[src/rtl/plic_gen2_if.sv]
// rtl/plic_gen2_if.sv - AXI4-Lite register port bundle used by plic_gen2
interface axi4lite_if #(
   parameter int AWIDTH = 32,
   parameter int DWIDTH = 32
);
   logic [AWIDTH-1:0] awaddr;
   logic              awvalid;
   logic              awready;
   logic [DWIDTH-1:0] wdata;
   logic              wvalid;
   logic              wready;
   logic [1:0]        bresp;
   logic              bvalid;
   logic              bready;
   logic [AWIDTH-1:0] araddr;
   logic              arvalid;
   logic              arready;
   logic [DWIDTH-1:0] rdata;
   logic [1:0]        rresp;
   logic              rvalid;
   logic              rready;

   modport target_port (
      input  awaddr, awvalid, wdata, wvalid, bready, araddr, arvalid, rready,
      output awready, wready, bresp, bvalid, arready, rdata, rresp, rvalid
   );

   modport initiator_port (
      output awaddr, awvalid, wdata, wvalid, bready, araddr, arvalid, rready,
      input  awready, wready, bresp, bvalid, arready, rdata, rresp, rvalid
   );
endinterface

[src/rtl/plic_gen2.sv]
// rtl/plic_gen2.sv - platform-level interrupt controller with level/edge gateways,
// registered per-context arbiters and owner-checked claim/complete over AXI4-Lite
module plic_gen2 #(
   parameter int AWIDTH      = 32,
   parameter int DWIDTH      = 32,
   parameter int NUM_SOURCES = 32,
   parameter int NUM_TARGETS = 2,
   parameter int PRIO_W      = 3
) (
   input  logic                   clk,
   input  logic                   rst_n,
   input  logic [NUM_SOURCES-1:0] source,
   output logic [NUM_TARGETS-1:0] target,
   axi4lite_if.target_port        axi_if
);
   localparam int NW = (NUM_SOURCES + 31) / 32;
   localparam int IW = $clog2(NUM_SOURCES);
   localparam int TW = (NUM_TARGETS > 1) ? $clog2(NUM_TARGETS) : 1;
   localparam logic [NUM_SOURCES-1:0] SRC_MASK = {{(NUM_SOURCES-1){1'b1}}, 1'b0};

   typedef struct packed {
      logic       is_prio;
      logic       is_trig;
      logic       is_en;
      logic       is_thr;
      logic       is_claim;
      logic [9:0] idx;
      logic [4:0] word;
      logic [5:0] ctx;
   } dec_t;

   // Full decode of every address bit so aliases above the map read as unmapped
   function automatic dec_t decode(input logic [AWIDTH-1:0] a);
      dec_t d;
      d      = '0;
      d.idx  = a[11:2];
      d.word = a[6:2];
      d.ctx  = a[12:7];
      if (a[1:0] == 2'b00) begin
         d.is_prio = (a[AWIDTH-1:12] == '0) && (32'(a[11:2]) < NUM_SOURCES);
         d.is_trig = (a[AWIDTH-1:7] == (AWIDTH-7)'(32'h21)) && (32'(a[6:2]) < NW);
         d.is_en   = (a[AWIDTH-1:13] == (AWIDTH-13)'(32'h1)) && (32'(a[12:7]) < NUM_TARGETS)
                     && (32'(a[6:2]) < NW);
         if ((a[AWIDTH-1:18] == (AWIDTH-18)'(32'h8)) && (a[11:3] == '0)
             && (32'(a[17:12]) < NUM_TARGETS)) begin
            d.ctx      = a[17:12];
            d.is_thr   = !a[2];
            d.is_claim = a[2];
         end
      end
      return d;
   endfunction

   logic [PRIO_W-1:0]      prio    [NUM_SOURCES];
   logic [NUM_SOURCES-1:0] en      [NUM_TARGETS];
   logic [PRIO_W-1:0]      thr     [NUM_TARGETS];
   logic [TW-1:0]          owner   [NUM_SOURCES];
   logic [IW-1:0]          best_id [NUM_TARGETS];
   logic [IW-1:0]          best_n  [NUM_TARGETS];
   logic [NUM_SOURCES-1:0] trig, edge_pend, claimed, src_q, pend;
   logic [NUM_SOURCES-1:0] set_v, clr_v, trig_n, edge_n;

   logic              aw_held, w_held, bvalid_q, rvalid_q;
   logic [AWIDTH-1:0] awaddr_q;
   logic [DWIDTH-1:0] wdata_q, rdata_q, rd_n;
   logic              awready, wready, aw_hs, w_hs, ar_hs, commit, rd_pend, claim_fire;
   logic [IW-1:0]     claim_id;
   dec_t              wdec, rdec;

   assign awready = !aw_held && !bvalid_q;
   assign wready  = !w_held && !bvalid_q;
   assign aw_hs   = axi_if.awvalid && awready;
   assign w_hs    = axi_if.wvalid && wready;
   assign ar_hs   = axi_if.arvalid && !rvalid_q;
   assign commit  = aw_held && w_held;
   assign wdec    = decode(awaddr_q);
   assign rdec    = decode(axi_if.araddr);
   assign rd_pend = (axi_if.araddr[1:0] == 2'b00) && (32'(axi_if.araddr[6:2]) < NW)
                    && (axi_if.araddr[AWIDTH-1:7] == (AWIDTH-7)'(32'h20));

   assign axi_if.awready = awready;
   assign axi_if.wready  = wready;
   assign axi_if.bvalid  = bvalid_q;
   assign axi_if.bresp   = 2'b00;
   assign axi_if.arready = !rvalid_q;
   assign axi_if.rvalid  = rvalid_q;
   assign axi_if.rdata   = rdata_q;
   assign axi_if.rresp   = 2'b00;

   // Gateway: level sources mask themselves while claimed; edge sources keep a one-deep latch
   assign pend = ((trig & edge_pend) | (~trig & source & ~claimed)) & SRC_MASK;

   always_comb begin
      for (int t = 0; t < NUM_TARGETS; t++) begin
         logic [PRIO_W-1:0] bp;
         bp        = thr[t];
         best_n[t] = '0;
         for (int i = 1; i < NUM_SOURCES; i++) begin
            if (pend[i] && !claimed[i] && en[t][i] && (prio[i] > bp)) begin
               bp        = prio[i];
               best_n[t] = IW'(i);
            end
         end
      end
   end

   always_comb begin
      rd_n     = '0;
      claim_id = '0;
      for (int w = 0; w < NW; w++) begin
         for (int j = 0; j < 32; j++) begin
            if ((32 * w + j < NUM_SOURCES) && (rdec.word == 5'(w))) begin
               if (rd_pend)      rd_n[j] = pend[32*w+j];
               if (rdec.is_trig) rd_n[j] = trig[32*w+j];
               for (int t = 0; t < NUM_TARGETS; t++)
                  if (rdec.is_en && (rdec.ctx == 6'(t))) rd_n[j] = en[t][32*w+j];
            end
         end
      end
      for (int i = 0; i < NUM_SOURCES; i++)
         if (rdec.is_prio && (rdec.idx == 10'(i))) rd_n[PRIO_W-1:0] = prio[i];
      for (int t = 0; t < NUM_TARGETS; t++) begin
         if (rdec.ctx == 6'(t)) begin
            if (rdec.is_thr)   rd_n[PRIO_W-1:0] = thr[t];
            if (rdec.is_claim) claim_id = best_id[t];
         end
      end
      if (rdec.is_claim) rd_n[IW-1:0] = claim_id;
   end

   assign claim_fire = ar_hs && rdec.is_claim && (claim_id != '0);

   // Complete checks the claimed/owner state from before this cycle's claim
   always_comb begin
      set_v  = '0;
      clr_v  = '0;
      trig_n = trig;
      for (int i = 1; i < NUM_SOURCES; i++) begin
         if (claim_fire && (claim_id == IW'(i))) set_v[i] = 1'b1;
         if (commit && wdec.is_claim && (wdata_q == DWIDTH'(i)) && claimed[i]
             && (owner[i] == wdec.ctx[TW-1:0])) clr_v[i] = 1'b1;
         if (commit && wdec.is_trig && (wdec.word == 5'(i / 32))) trig_n[i] = wdata_q[i % 32];
      end
      edge_n = ((edge_pend & ~set_v) | (source & ~src_q & trig)) & ~(trig ^ trig_n) & SRC_MASK;
   end

   always_ff @(posedge clk or negedge rst_n) begin
      if (!rst_n) begin
         aw_held   <= 1'b0;
         w_held    <= 1'b0;
         bvalid_q  <= 1'b0;
         rvalid_q  <= 1'b0;
         awaddr_q  <= '0;
         wdata_q   <= '0;
         rdata_q   <= '0;
         trig      <= '0;
         edge_pend <= '0;
         claimed   <= '0;
         src_q     <= '0;
         target    <= '0;
         for (int i = 0; i < NUM_SOURCES; i++) begin
            prio[i]  <= '0;
            owner[i] <= '0;
         end
         for (int t = 0; t < NUM_TARGETS; t++) begin
            en[t]      <= '0;
            thr[t]     <= '0;
            best_id[t] <= '0;
         end
      end else begin
         if (aw_hs) begin
            aw_held  <= 1'b1;
            awaddr_q <= axi_if.awaddr;
         end
         if (w_hs) begin
            w_held  <= 1'b1;
            wdata_q <= axi_if.wdata;
         end
         if (commit) begin
            aw_held  <= 1'b0;
            w_held   <= 1'b0;
            bvalid_q <= 1'b1;
         end else if (bvalid_q && axi_if.bready) begin
            bvalid_q <= 1'b0;
         end
         if (ar_hs) begin
            rvalid_q <= 1'b1;
            rdata_q  <= rd_n;
         end else if (rvalid_q && axi_if.rready) begin
            rvalid_q <= 1'b0;
         end
         src_q     <= source;
         trig      <= trig_n;
         edge_pend <= edge_n;
         claimed   <= (claimed & ~clr_v) | set_v;
         for (int i = 1; i < NUM_SOURCES; i++) begin
            if (commit && wdec.is_prio && (wdec.idx == 10'(i))) prio[i] <= wdata_q[PRIO_W-1:0];
            if (set_v[i]) owner[i] <= rdec.ctx[TW-1:0];
            for (int t = 0; t < NUM_TARGETS; t++)
               if (commit && wdec.is_en && (wdec.ctx == 6'(t)) && (wdec.word == 5'(i / 32)))
                  en[t][i] <= wdata_q[i % 32];
         end
         for (int t = 0; t < NUM_TARGETS; t++) begin
            if (commit && wdec.is_thr && (wdec.ctx == 6'(t))) thr[t] <= wdata_q[PRIO_W-1:0];
            best_id[t] <= best_n[t];
            target[t]  <= (best_n[t] != '0);
         end
      end
   end
endmodule

[src/flat_wrapper.sv]
// flat-port wrapper written by rule: the top's interface ports become plain ports
module plic_gen2_flat 
#(
   parameter int AWIDTH      = 32,
   parameter int DWIDTH      = 32,
   parameter int NUM_SOURCES = 32,
   parameter int NUM_TARGETS = 2,
   parameter int PRIO_W      = 3
)
  (clk, rst_n, source, target, axi_if_awaddr, axi_if_awvalid, axi_if_wdata, axi_if_wvalid, axi_if_bready, axi_if_araddr, axi_if_arvalid, axi_if_rready, axi_if_awready, axi_if_wready, axi_if_bresp, axi_if_bvalid, axi_if_arready, axi_if_rdata, axi_if_rresp, axi_if_rvalid);
  axi4lite_if #(.AWIDTH(AWIDTH), .DWIDTH(DWIDTH)) axi_if_i ();
  input  logic clk;
  input  logic rst_n;
  input  logic [NUM_SOURCES-1:0] source;
  output logic [NUM_TARGETS-1:0] target;
  input wire logic [$bits(axi_if_i.awaddr)-1:0] axi_if_awaddr;
  input wire logic [$bits(axi_if_i.awvalid)-1:0] axi_if_awvalid;
  input wire logic [$bits(axi_if_i.wdata)-1:0] axi_if_wdata;
  input wire logic [$bits(axi_if_i.wvalid)-1:0] axi_if_wvalid;
  input wire logic [$bits(axi_if_i.bready)-1:0] axi_if_bready;
  input wire logic [$bits(axi_if_i.araddr)-1:0] axi_if_araddr;
  input wire logic [$bits(axi_if_i.arvalid)-1:0] axi_if_arvalid;
  input wire logic [$bits(axi_if_i.rready)-1:0] axi_if_rready;
  output wire logic [$bits(axi_if_i.awready)-1:0] axi_if_awready;
  output wire logic [$bits(axi_if_i.wready)-1:0] axi_if_wready;
  output wire logic [$bits(axi_if_i.bresp)-1:0] axi_if_bresp;
  output wire logic [$bits(axi_if_i.bvalid)-1:0] axi_if_bvalid;
  output wire logic [$bits(axi_if_i.arready)-1:0] axi_if_arready;
  output wire logic [$bits(axi_if_i.rdata)-1:0] axi_if_rdata;
  output wire logic [$bits(axi_if_i.rresp)-1:0] axi_if_rresp;
  output wire logic [$bits(axi_if_i.rvalid)-1:0] axi_if_rvalid;
  assign axi_if_i.awaddr = axi_if_awaddr;
  assign axi_if_i.awvalid = axi_if_awvalid;
  assign axi_if_i.wdata = axi_if_wdata;
  assign axi_if_i.wvalid = axi_if_wvalid;
  assign axi_if_i.bready = axi_if_bready;
  assign axi_if_i.araddr = axi_if_araddr;
  assign axi_if_i.arvalid = axi_if_arvalid;
  assign axi_if_i.rready = axi_if_rready;
  assign axi_if_awready = axi_if_i.awready;
  assign axi_if_wready = axi_if_i.wready;
  assign axi_if_bresp = axi_if_i.bresp;
  assign axi_if_bvalid = axi_if_i.bvalid;
  assign axi_if_arready = axi_if_i.arready;
  assign axi_if_rdata = axi_if_i.rdata;
  assign axi_if_rresp = axi_if_i.rresp;
  assign axi_if_rvalid = axi_if_i.rvalid;
  plic_gen2 #(.AWIDTH(AWIDTH), .DWIDTH(DWIDTH), .NUM_SOURCES(NUM_SOURCES), .NUM_TARGETS(NUM_TARGETS), .PRIO_W(PRIO_W)) u_core (.clk(clk), .rst_n(rst_n), .source(source), .target(target), .axi_if(axi_if_i));
endmodule
[config.mk]
export PLATFORM = sky130hd
export DESIGN_NAME = plic_gen2_flat
export DESIGN_NICKNAME = d
export VERILOG_FILES = /design/src/rtl/plic_gen2_if.sv /design/src/rtl/plic_gen2.sv /design/src/flat_wrapper.sv
export SDC_FILE = /design/constraint.sdc
export NUM_CORES = 1
export LEC_CHECK = 0
export BUFFER_PORTS_ARGS = -buffer_cell sky130_fd_sc_hd__buf_2
export CAP_MARGIN = 40
export CORE_ASPECT_RATIO = 0.8
export CORE_MARGIN = 2
export CORE_UTILIZATION = 45
export CTS_BUF_LIST = sky130_fd_sc_hd__clkbuf_2 sky130_fd_sc_hd__clkbuf_4 sky130_fd_sc_hd__clkbuf_8
export CTS_CLUSTER_DIAMETER = 30
export DETAILED_ROUTE_END_ITERATION = 16
export PLACE_DENSITY = 0.71
export SYNTH_ARGS = -nofsm -noshare
export SYNTH_HDL_FRONTEND = slang
export SYNTH_SLANG_ARGS = --single-unit
[constraint.sdc]
create_clock -name clk -period 55.1 [get_ports clk]
set_input_delay 11.02 -clock clk [delete_from_list [all_inputs] [get_ports clk]]
set_output_delay 11.02 -clock clk [all_outputs]
set_load 0.01 [all_outputs]
==> results.sh <==
export IMPL_drt_pass1_iter_count=9
export IMPL_cts_sinks=428
export IMPL_finalHoldViolCount=0
export IMPL_fillerInstances=5733
export IMPL_finalClockSkew_ps=28.3
export IMPL_worstMarginPinSlew_ps=1050
export IMPL_fin_crit_ps=52340
export IMPL_vias=26500
export IMPL_endpoint="u_core.target[1]"
export IMPL_syn_area_um2=28300
export IMPL_cts_root_buffer="clkbuf_8"
export IMPL_instances_no_fill=4203
export IMPL_drive_above_1_share_pct=23.0
export IMPL_busiest_layer="met1"
export IMPL_ys_seq_elements=428
export IMPL_crit_path_end_kind="flip-flop"
export IMPL_ys_seq_area_share_pct=37.8
export IMPL_critical_path_required_ps=55600
export IMPL_critPathMaxFanout=7
export IMPL_path_clk_slew_ps=60
export IMPL_critical_path_max_stage_delay_ps=420
export IMPL_synth_edf_count=0
export IMPL_use_met2_pct=40.4
export IMPL_drt_wl_total_um=96700
export IMPL_design_area_um2=32500
export IMPL_wire_per_inst_um=23.0
export IMPL_die_h_um=228
export IMPL_htree_levels=3
export IMPL_groute_layer_met3_usage_pct=7.71
export IMPL_critPathKind="in -> reg"
export IMPL_startpoint="source[1]"
export IMPL_core_um2=62400
export IMPL_cts_buffer_depth=3
export IMPL_dp_cells=4021
export IMPL_synth_cells=3114
export IMPL_worst_path_most_repeated_cell="nor2_1"
export IMPL_r2r_start="u_core.thr[2]"
export IMPL_max_freq_mhz=19.1
export IMPL_drt_initial_drc_count=3398
export IMPL_final_nets=3494
export IMPL_post_route_period_util_pct=95.0
export IMPL_maxSlewViolCount=0
export IMPL_antenna_found_initial=5
export IMPL_r2r_end="u_core.target[1]"
export IMPL_ff2ff_path_depth=212
export IMPL_ys_flop_type="dfrtp_1"
export IMPL_p_per_area_nw_per_um2=28.6
export IMPL_port_buffers=172
export IMPL_rows=82
export IMPL_ir_worst_vdd_v=0.0000352
export IMPL_place_area_um2=30000
export IMPL_clk_latency_ps=700
export IMPL_reg2reg_slack_ps=12410
export IMPL_overflow=0
export IMPL_met1_usage_pct=44.0
export IMPL_start_util_pct=45.4
export IMPL_status="finished clean"
export IMPL_cts_buffers=93
export IMPL_hp_class="reg -> reg"
export IMPL_syn_to_final_growth_pct=14.9
export IMPL_drc=0
export IMPL_maxSlewHeadroom_pct=29.4
export IMPL_async_flop_share_pct=100
export IMPL_cts_tree="built"
export IMPL_power_total_mw=0.932
export IMPL_synth_cell_types=114
export IMPL_max_cap_violations=0
export IMPL_grt_pass1_wl_um=147000
export IMPL_crit_slowest_cell="or3_1"
export IMPL_ioPinCount=178
export IMPL_startpoint_type="input pin"
export IMPL_chipWidth_um=284
export IMPL_dp_hpwl_um=71300
export IMPL_gr_usage_all_layers_pct=29.1
export IMPL_finalSetupViolations=0
export IMPL_hold_slack_ps=474
export IMPL_gp_congestion=1.00
export IMPL_syn_avg_cell_area_um2=9.09
export IMPL_synth_warnings=5
export IMPL_routed_via_density=6.31
export IMPL_drtAntennaViolNets=0
export IMPL_grt_max_degree=132
export IMPL_dieArea_um2=64900
export IMPL_p_leak_nw=14.3
export IMPL_grt_pass1_vias=24400
export IMPL_worstPathArrival_ps=52840
cell type report:
class / count / area, um2 / share of cell area [%]
Tap cell: 840 / 1050 / 3.23
Clock buffer: 132 / 1700 / 5.24
Antenna cell: 2 / 5.00 / 0.0154
Timing Repair Buffer: 216 / 1240 / 3.80
Clock inverter: 39 / 569 / 1.75
Inverter: 120 / 450 / 1.38
Multi-Input combinational cell: 2426 / 16800 / 51.6
Sequential cell: 428 / 10700 / 32.9
logic make-up (layout without fill, tap and decap cells):
kind of cell    after synthesis  after routing  synth area share [%]
compound gates              845            845                  21.0
xor+xnor                     61             61                  1.89
fa+ha+maj                    95             95                  4.02
buf+inv                     263            507                  3.58
flops                       428            428                  37.8
mux                         324            324                  12.7
other cells                   1              6                0.0133
simple gates               1097           1097                  19.0
placed cells by master (no fill, tap or decap), types with 32 or more instances in the layout:
cell	n
o41ai_1	33
clkbuf_8	114
nor2_1	267
nor4_1	35
o21ai_0	199
a31oi_1	33
o31ai_1	51
a222oi_1	32
buf_4	36
nor3_1	48
inv_1	120
nand2_1	353
ha_1	74
a21oi_1	145
mux2i_1	46
and2_1	77
nand3_1	86
mux2_2	275
and3_1	39
dfrtp_1	428
buf_2	175
sequential cells by signal (all words and copies together) (netlist names), 2 cells and up:
signal,cells
u_core.awaddr_q,32
u_core.trig,31
u_core.axi_if.rdata,32
u_core.src_q,31
u_core.thr,6
u_core.edge_pend,31
u_core.target,2
u_core.claimed,31
u_core.owner,31
u_core.en,62
u_core.wdata_q,32
u_core.prio,93
u_core.best_id,10
power by group:
part	total [mW]	internal [mW]	switching, mW
clock network	0.412	0.255	0.157
logic	0.134	0.0527	0.0811
registers	0.386	0.341	0.0444
worst min-delay path by stage:
| stage | cells past startpoint | end | from | slack [ps] |
|---|---|---|---|---|
| CTS | 2 | u_core.axi_if.rdata[9] | u_core.axi_if.rdata[9] | 480 |
| finish | 2 | u_core.axi_if.rdata[30] | u_core.axi_if.rdata[30] | 470 |
| detailed placement | 2 | u_core.axi_if.rdata[9] | u_core.axi_if.rdata[9] | 470 |
| floorplan | 2 | u_core.en[31] | u_core.en[31] | 470 |
| global route | 2 | u_core.axi_if.rdata[24] | u_core.axi_if.rdata[24] | 500 |
| global placement | 2 | u_core.axi_if.rdata[1] | u_core.axi_if.rdata[1] | 450 |
what timing repair did:
| item | in CTS | in global routing |
|---|---|---|
| setup buffers | 0 | 8 |
| gates resized for setup | 0 | 31 |
| hold buffers | 0 | 0 |
| endpoints found under the setup margin | 0 | 12 |
worst max-delay path: cells and delay by family:
kind	cells	cell delay (ps)
and+or+nand+nor	86	13000
buffers and inverters	5	620
muxes	11	3440
AOI/OAI and AO/OA	71	13560
adders and majority gates	38	11210
routing by layer:
layer  routed length, um  vias up
li1                    -    12000
met1               43100    12900
met2               38900     1482
met3               11900      180
met4                2680        4
met5                  18        -
cells in the mapped netlist (all sizes together), types with 16 or more instances:
master  instances  area share (%)
a21boi         16            0.48
a21o           25            0.66
a21oi         155             2.8
a222oi         32             1.1
a31oi          37            0.87
and2           83             1.8
and3           40            0.89
buf            24            0.40
clkbuf        119             1.6
dfrtp         428              38
ha             74             3.3
inv           120             1.6
maj3           21            0.75
mux2          278              11
mux2i          46             1.6
nand2         354             4.7
nand2b         20            0.44
nand3          87             1.5
nand4          17            0.38
nor2          272             3.6
nor2b          19            0.42
nor3           51            0.92
nor4           38            0.89
o211ai         25            0.66
o21a           23            0.61
o21ai         213             3.8
o22ai          24            0.53
o31ai          54             1.5
o41ai          36             1.2
or2            25            0.55
or3            19            0.44
xnor2          31            0.96
xor2           30            0.93
metrics by stage:
| stage | utilization [%] | setup TNS (ps) | worst slack (ps) |
|---|---|---|---|
| finish | 52.1 | 0 | 2760 |
| global route | 52.1 | -72.4 | -72.4 |
| CTS | 51.8 | 0 | 1450 |
| detailed placement | 48.1 | 0 | 880 |
| global placement | 48.0 | 0 | 1380 |
| floorplan | - | 0 | 6230 |
Note: power is estimated with default switching activity, not from simulation.
